`config.mk`:
```
export PLATFORM = sky130hd
export DESIGN_NAME = pipe_hazard_ctrl
export DESIGN_NICKNAME = d
export VERILOG_FILES = /design/src/rtl/pipe_pkg.sv /design/src/rtl/raw_cmp.sv /design/src/rtl/pipe_hazard_ctrl.sv
export SDC_FILE = /design/constraint.sdc
export NUM_CORES = 1
export LEC_CHECK = 0
export ABC_AREA = 1
export CAP_MARGIN = 25
export CORE_AREA = 2 2 69 71
export DETAILED_ROUTE_END_ITERATION = 12
export DIE_AREA = 0 0 71 73
export SLEW_MARGIN = 20
export SYNTH_ARGS = -nofsm -noshare
export SYNTH_HDL_FRONTEND = slang
export SYNTH_SLANG_ARGS = --single-unit
```
`constraint.sdc`:
```
create_clock -name clk -period 4.7 [get_ports clk]
set_input_delay 0.705 -clock clk [delete_from_list [all_inputs] [get_ports clk]]
set_output_delay 0.705 -clock clk [all_outputs]
set_load 0.01 [all_outputs]
```
`src/rtl/pipe_pkg.sv`:
```
// Shared definitions for the pipeline hazard controller.
//   pipe_state_e    : controller FSM states
//   DrainCycDefault : default number of drain cycles after an accepted HALT
//   cnt_width()     : width of the drain counter for a given drain length
package pipe_pkg;

    localparam int unsigned DrainCycDefault = 3;

    typedef enum logic [1:0] {
        StRun     = 2'd0,
        StMemWait = 2'd1,
        StDrain   = 2'd2,
        StHalted  = 2'd3
    } pipe_state_e;

    // Counter must hold DRAIN_CYC itself; never narrower than one bit.
    function automatic int unsigned cnt_width(input int unsigned cyc);
        return (cyc < 1) ? 1 : $clog2(cyc + 1);
    endfunction

endpackage

```
`src/rtl/raw_cmp.sv`:
```
// Read-after-write hazard detector for one ID source operand.
// Ports:
//   src, src_p       : source register number and "is read" flag
//   ex_rd, ex_rd_p   : destination and write flag of the ID/EX instruction
//   mem_rd, mem_rd_p : destination and write flag of the EX/MEM instruction
//   hit              : the source depends on an in-flight write
// Register 0 is compared like any other register.
module raw_cmp (
    input  logic [2:0] src,
    input  logic       src_p,
    input  logic [2:0] ex_rd,
    input  logic       ex_rd_p,
    input  logic [2:0] mem_rd,
    input  logic       mem_rd_p,
    output logic       hit
);

    assign hit = src_p && ((ex_rd_p && (src == ex_rd)) || (mem_rd_p && (src == mem_rd)));

endmodule

```
`src/rtl/pipe_hazard_ctrl.sv`:
```
// Stall/flush/halt controller for a 5-stage in-order pipeline.
// Ports:
//   clk, rst                : clock; synchronous active-low reset
//   id_rs/id_rt (+_p)       : ID source registers and "is read" flags
//   ex_rd/mem_rd (+_p)      : in-flight destinations and "will write" flags
//   ex_br_taken             : EX resolves a taken branch/jump
//   id_halt                 : HALT instruction sits in ID
//   mem_busy                : data memory cannot complete this cycle
//   pc_en .. memwb_en       : PC and pipeline-register load enables
//   ifid_flush, idex_bubble : load NOP into IF/ID, ID/EX
//   halt_done               : registered, pipeline drained after HALT
//   stall_cnt               : saturating count of pc_en-low cycles (not HALTED)
// All outputs except halt_done and stall_cnt are combinational from state and inputs.
module pipe_hazard_ctrl
    import pipe_pkg::*;
#(
    parameter int unsigned DRAIN_CYC = DrainCycDefault
) (
    input  logic        clk,
    input  logic        rst,
    input  logic [2:0]  id_rs,
    input  logic [2:0]  id_rt,
    input  logic        id_rs_p,
    input  logic        id_rt_p,
    input  logic [2:0]  ex_rd,
    input  logic [2:0]  mem_rd,
    input  logic        ex_rd_p,
    input  logic        mem_rd_p,
    input  logic        ex_br_taken,
    input  logic        id_halt,
    input  logic        mem_busy,
    output logic        pc_en,
    output logic        ifid_en,
    output logic        idex_en,
    output logic        exmem_en,
    output logic        memwb_en,
    output logic        ifid_flush,
    output logic        idex_bubble,
    output logic        halt_done,
    output logic [15:0] stall_cnt
);

    localparam int unsigned CntW = cnt_width(DRAIN_CYC);

    pipe_state_e     state_q, state_d;
    logic [CntW-1:0] cnt_q, cnt_d;
    logic [15:0]     stall_cnt_q;
    logic            halt_done_q;
    logic            raw_rs, raw_rt, raw_hazard;
    logic            stall_inc;

    raw_cmp u_raw_rs (
        .src      (id_rs),
        .src_p    (id_rs_p),
        .ex_rd    (ex_rd),
        .ex_rd_p  (ex_rd_p),
        .mem_rd   (mem_rd),
        .mem_rd_p (mem_rd_p),
        .hit      (raw_rs)
    );

    raw_cmp u_raw_rt (
        .src      (id_rt),
        .src_p    (id_rt_p),
        .ex_rd    (ex_rd),
        .ex_rd_p  (ex_rd_p),
        .mem_rd   (mem_rd),
        .mem_rd_p (mem_rd_p),
        .hit      (raw_rt)
    );

    assign raw_hazard = raw_rs || raw_rt;

    always_comb begin
        state_d     = state_q;
        cnt_d       = cnt_q;
        pc_en       = 1'b1;
        ifid_en     = 1'b1;
        idex_en     = 1'b1;
        exmem_en    = 1'b1;
        memwb_en    = 1'b1;
        ifid_flush  = 1'b0;
        idex_bubble = 1'b0;

        // While rst is low the defaults above are presented unchanged.
        if (rst) begin
            case (state_q)
                StRun, StMemWait: begin
                    if (mem_busy) begin
                        pc_en    = 1'b0;
                        ifid_en  = 1'b0;
                        idex_en  = 1'b0;
                        exmem_en = 1'b0;
                        memwb_en = 1'b0;
                        state_d  = StMemWait;
                    end else begin
                        // Memory released: this cycle resolves like a RUN cycle.
                        state_d = StRun;
                        if (ex_br_taken) begin
                            ifid_flush  = 1'b1;
                            idex_bubble = 1'b1;
                        end else if (raw_hazard) begin
                            pc_en       = 1'b0;
                            ifid_en     = 1'b0;
                            idex_bubble = 1'b1;
                        end else if (id_halt) begin
                            // HALT itself moves on into ID/EX; fetch stops.
                            pc_en   = 1'b0;
                            ifid_en = 1'b0;
                            cnt_d   = CntW'(DRAIN_CYC);
                            state_d = StDrain;
                        end
                    end
                end

                StDrain: begin
                    pc_en   = 1'b0;
                    ifid_en = 1'b0;
                    if (mem_busy) begin
                        // Freeze everything, including the drain counter.
                        idex_en  = 1'b0;
                        exmem_en = 1'b0;
                        memwb_en = 1'b0;
                    end else begin
                        idex_bubble = 1'b1;
                        cnt_d       = cnt_q - CntW'(1);
                        if (cnt_q <= CntW'(1)) begin
                            state_d = StHalted;
                        end
                    end
                end

                StHalted: begin
                    pc_en    = 1'b0;
                    ifid_en  = 1'b0;
                    idex_en  = 1'b0;
                    exmem_en = 1'b0;
                    memwb_en = 1'b0;
                end

                default: state_d = StRun;
            endcase
        end
    end

    assign stall_inc = !pc_en && (state_q != StHalted);

    always_ff @(posedge clk) begin
        if (!rst) begin
            state_q     <= StRun;
            cnt_q       <= '0;
            stall_cnt_q <= '0;
            halt_done_q <= 1'b0;
        end else begin
            state_q     <= state_d;
            cnt_q       <= cnt_d;
            halt_done_q <= (state_d == StHalted);
            if (stall_inc && (stall_cnt_q != 16'hFFFF)) begin
                stall_cnt_q <= stall_cnt_q + 16'd1;
            end
        end
    end

    assign halt_done = halt_done_q;
    assign stall_cnt = stall_cnt_q;

endmodule

```
==> summary.txt <==
Drt
  • Remaining DRCs: 0
  • Antenna Violating Nets Remaining: 0
  • Initial DRC count: between 100 and 150
  • Vias: 1533
  • Routed wire length: 3584 um
  • Vias per cell: 4.590
  • DRT Pass-1 Iters: 4
  • Routed len/inst: 10.73 um

Worst setup path
  • Max Fanout on Critical Path: 21
  • Worst reg-to-reg setup slack: 2.70 ns
  • Most frequent CP cell: clkdlybuf4s50_1
  • Crit path buf inv count: 4
  • CP Data Required Time: 3.99 ns
  • Worst Path Arrival: 2.73 ns
  • Worst setup SP type: primary input
  • Setup CP Type: in2out
  • CP max stage delay: 0.63 ns
  • Stages on worst setup path: 5
  • Crit-path cells: clkdlybuf4s50_1 > inv_1 > a21oi_4 > inv_2 > clkdlybuf4s50_1
  • Worst path slowest cell: clkdlybuf4s50_1
  • Crit path capture type: output pin
  • Worst reg2reg path depth: 8
  • Largest delay share family, worst path: buffers and inverters

Timing
  • Max Slew Vio Count: 0
  • RSZ-0062 raised after global routing: false
  • Final setup violating endpoints: 0
  • Final setup TNS: 0 ns
  • Fmax: slightly below 300 MHz
  • Slew @ Worst Pin: 0.6922 ns
  • Clock skew: 0.005567 ns
  • Slew margin rel.: 53.80%
  • Fin Hold WS: 0.4811 ns
  • Min Tclk post-route: 3.436 ns
  • Final period utilization: 73.11%
  • Hold Vio Cnt, Final: 0

Layout
  • Final instance area: 2017 um2
  • Layout cell share with drive strength beyond 1: 5.714%
  • Fin cells: 334
  • Final Util: 44.47%
  • Area grow syn2layout: 32.67%
  • Diodes inserted: 0
  • Nets@finish: 304

Synth
  • Area leader, netlist: dfxtp_1
  • Net count after synthesis: 264
  • Yosys warns: 0
  • Area contributors post-synth: dfxtp_1, nand2_1, nand4_1
  • Mapped Area: about 1500 um2
  • Area share of the largest cell type after synthesis: 27.65%
  • Mean Syn Cell Area: 6.308 um2
  • Yosys cell types: 28
  • FF+latch count, synth: 21
  • Register area share after synthesis: 27.65%
  • Post-synthesis cell count: 241

Placement
  • Placed Instance Area: 1972 um2
  • Port bufs: 44
  • GP Congestion: just over 0.8
  • Detailed Place HPWL: 2694 um
  • Inst Count DP: 330

Status
  • Status: complete, no violations

GRT
  • Initial antenna violation count: 0
  • Largest net degree at the start of global routing: 22
  • First-pass GRT wire length: 6147 um
  • Total GRT Usage: between 10% and 20%
  • Number of global-route vias before repair: roughly 1400
  • GRT overflow: 0

Floorplanning
  • Site Rows: 25
  • IO Count: 45
  • Die area: 5183 um2
  • Initial Utilization: 33.52%
  • DIE WIDTH: 71 um
  • Die Y: 73 um
  • Core ar.: 4536 um2

Pwr
  • Switching pwr: 0.1024 mW
  • Sw Share: 26.85%
  • Internal power: between 0.2 and 0.3 mW
  • Peak VDD IR: 0.0001080 V
  • Flop pwr share: around half
  • Power Density: 189.1 nW/um2
  • Leakage: 0.8201 nW
  • Comb pwr share: 20.6%
  • Clock Power Share: 30.9%

Worst hold path
  • Hold Path Class: reg2reg
  • Hold Path Stages: 1

Clocking
  • TritonCTS Sinks: 21
  • CTS buffer count: 3
  • CTS H-tree depth: 1
  • Hold buffer count at cts: 0
  • Clk pin slew, worst setup/hold paths: 0.08 ns
  • Post-CTS sizing: 0
  • Clk root buf: clkbuf_8
  • Post-CTS setup buffer count: 0
  • Insertion delay to the later sink of the worst-skew pair: 0.26 ns
  • CTS tree: yes
  • CTS Buffer Depth: 2

Run
  • Max Cap Viol: 0
flip-flops by register name, indices dropped and copies added, names as in the netlist:
signal,cells
state_q,2
stall_cnt,16
cnt_q,2
halt_done,1
through the flow:
stage | power [mW] | setup WS (ns)
6_report | 0.3815 | 1.264
5_1_grt | 0.4031 | 1.051
4_1_cts | 0.3888 | 1.233
3_5_place_dp | 0.2679 | 1.245
3_3_place_gp | 0.2678 | 1.259
2_1_floorplan | 0.2336 | 2.270
power by group through the flow:
stage | logic [mW] | clock network (mW) | registers (mW)
CTS | 0.0795 | 0.124 | 0.185
detailed placement | 0.0786 | 0 | 0.189
finish | 0.0786 | 0.118 | 0.185
global route | 0.0883 | 0.129 | 0.186
floorplan | 0.0445 | 0 | 0.189
global placement | 0.0786 | 0 | 0.189
cell usage in the layout, fill, tap and decap left out:
cell type        count
nand3_2              2
nand3b_4             1
a211oi_1             1
nand3_1              5
a21oi_4              1
nor4_1               1
ha_1                 2
clkbuf_1             1
nand4_1             18
a31oi_1              1
nor3_1               6
inv_1               25
o21ai_0              2
nand2_2              1
a311oi_1             1
clkbuf_8             3
a21oi_1             15
xnor2_1              5
dfxtp_1             21
o21ai_1              1
nand4_4              1
xor2_1               9
inv_2                6
nor2_1              28
nand2_1             78
nor2_4               1
clkdlybuf4s50_1     44
per-layer routing:
metal	vias up	GRT usage, %	routed length [um]
met5	-	0	0
met2	31	23.88	1576
li1	850	-	-
met4	0	3.774	30
met3	5	1.657	119
met1	647	19.68	1857
kinds of logic after synthesis:
logic type | count (synthesis) | share of synthesized area [%]
simple gates | 142 | 42.80
flops | 21 | 27.65
buf+inv | 40 | 11.36
compound gates | 22 | 8.478
xor+xnor | 14 | 8.066
fa+ha+maj | 2 | 1.646
final timing paths:
path	endpoint	startpoint
max	ifid_en	rst
max reg2reg	stall_cnt[14]	stall_cnt[0]
min reg2reg	cnt_q[0]	cnt_q[0]
min	cnt_q[0]	cnt_q[0]
worst reg2reg max path, stage by stage, from the launching register on:
cell and delay (ns):
dfxtp_1 0.48, ha_1 0.25, nand3_2 0.13, nor2_4 0.16, nand3_2 0.10, nand3b_4 0.29, nand4_4 0.29, nand2_1 0.08
a21oi_1 0.15
synthesized netlist by cell type, drive strengths merged:
| master | instances |
|---|---|
| nand2 | 79 |
| buf | 6 |
| a21oi | 16 |
| xor2 | 9 |
| nor2 | 29 |
| nor3 | 6 |
| o21ai | 3 |
| inv | 31 |
| dfxtp | 21 |
| clkbuf | 3 |
| xnor2 | 5 |
| a311oi | 1 |
| nand3b | 1 |
| ha | 2 |
| a31oi | 1 |
| nand4 | 19 |
| nand3 | 7 |
| a211oi | 1 |
| nor4 | 1 |
area by class of cell:
type / count / area (um2)
Clock buffer: 4 / 45.04
Inverter: 31 / 116.4
Fill cell: 482 / 2519
Sequential cell: 21 / 420.4
Timing Repair Buffer: 44 / 440.4
Multi-Input combinational cell: 180 / 927.1
Tap cell: 54 / 67.56
Note: power is estimated with default switching activity, not from simulation.
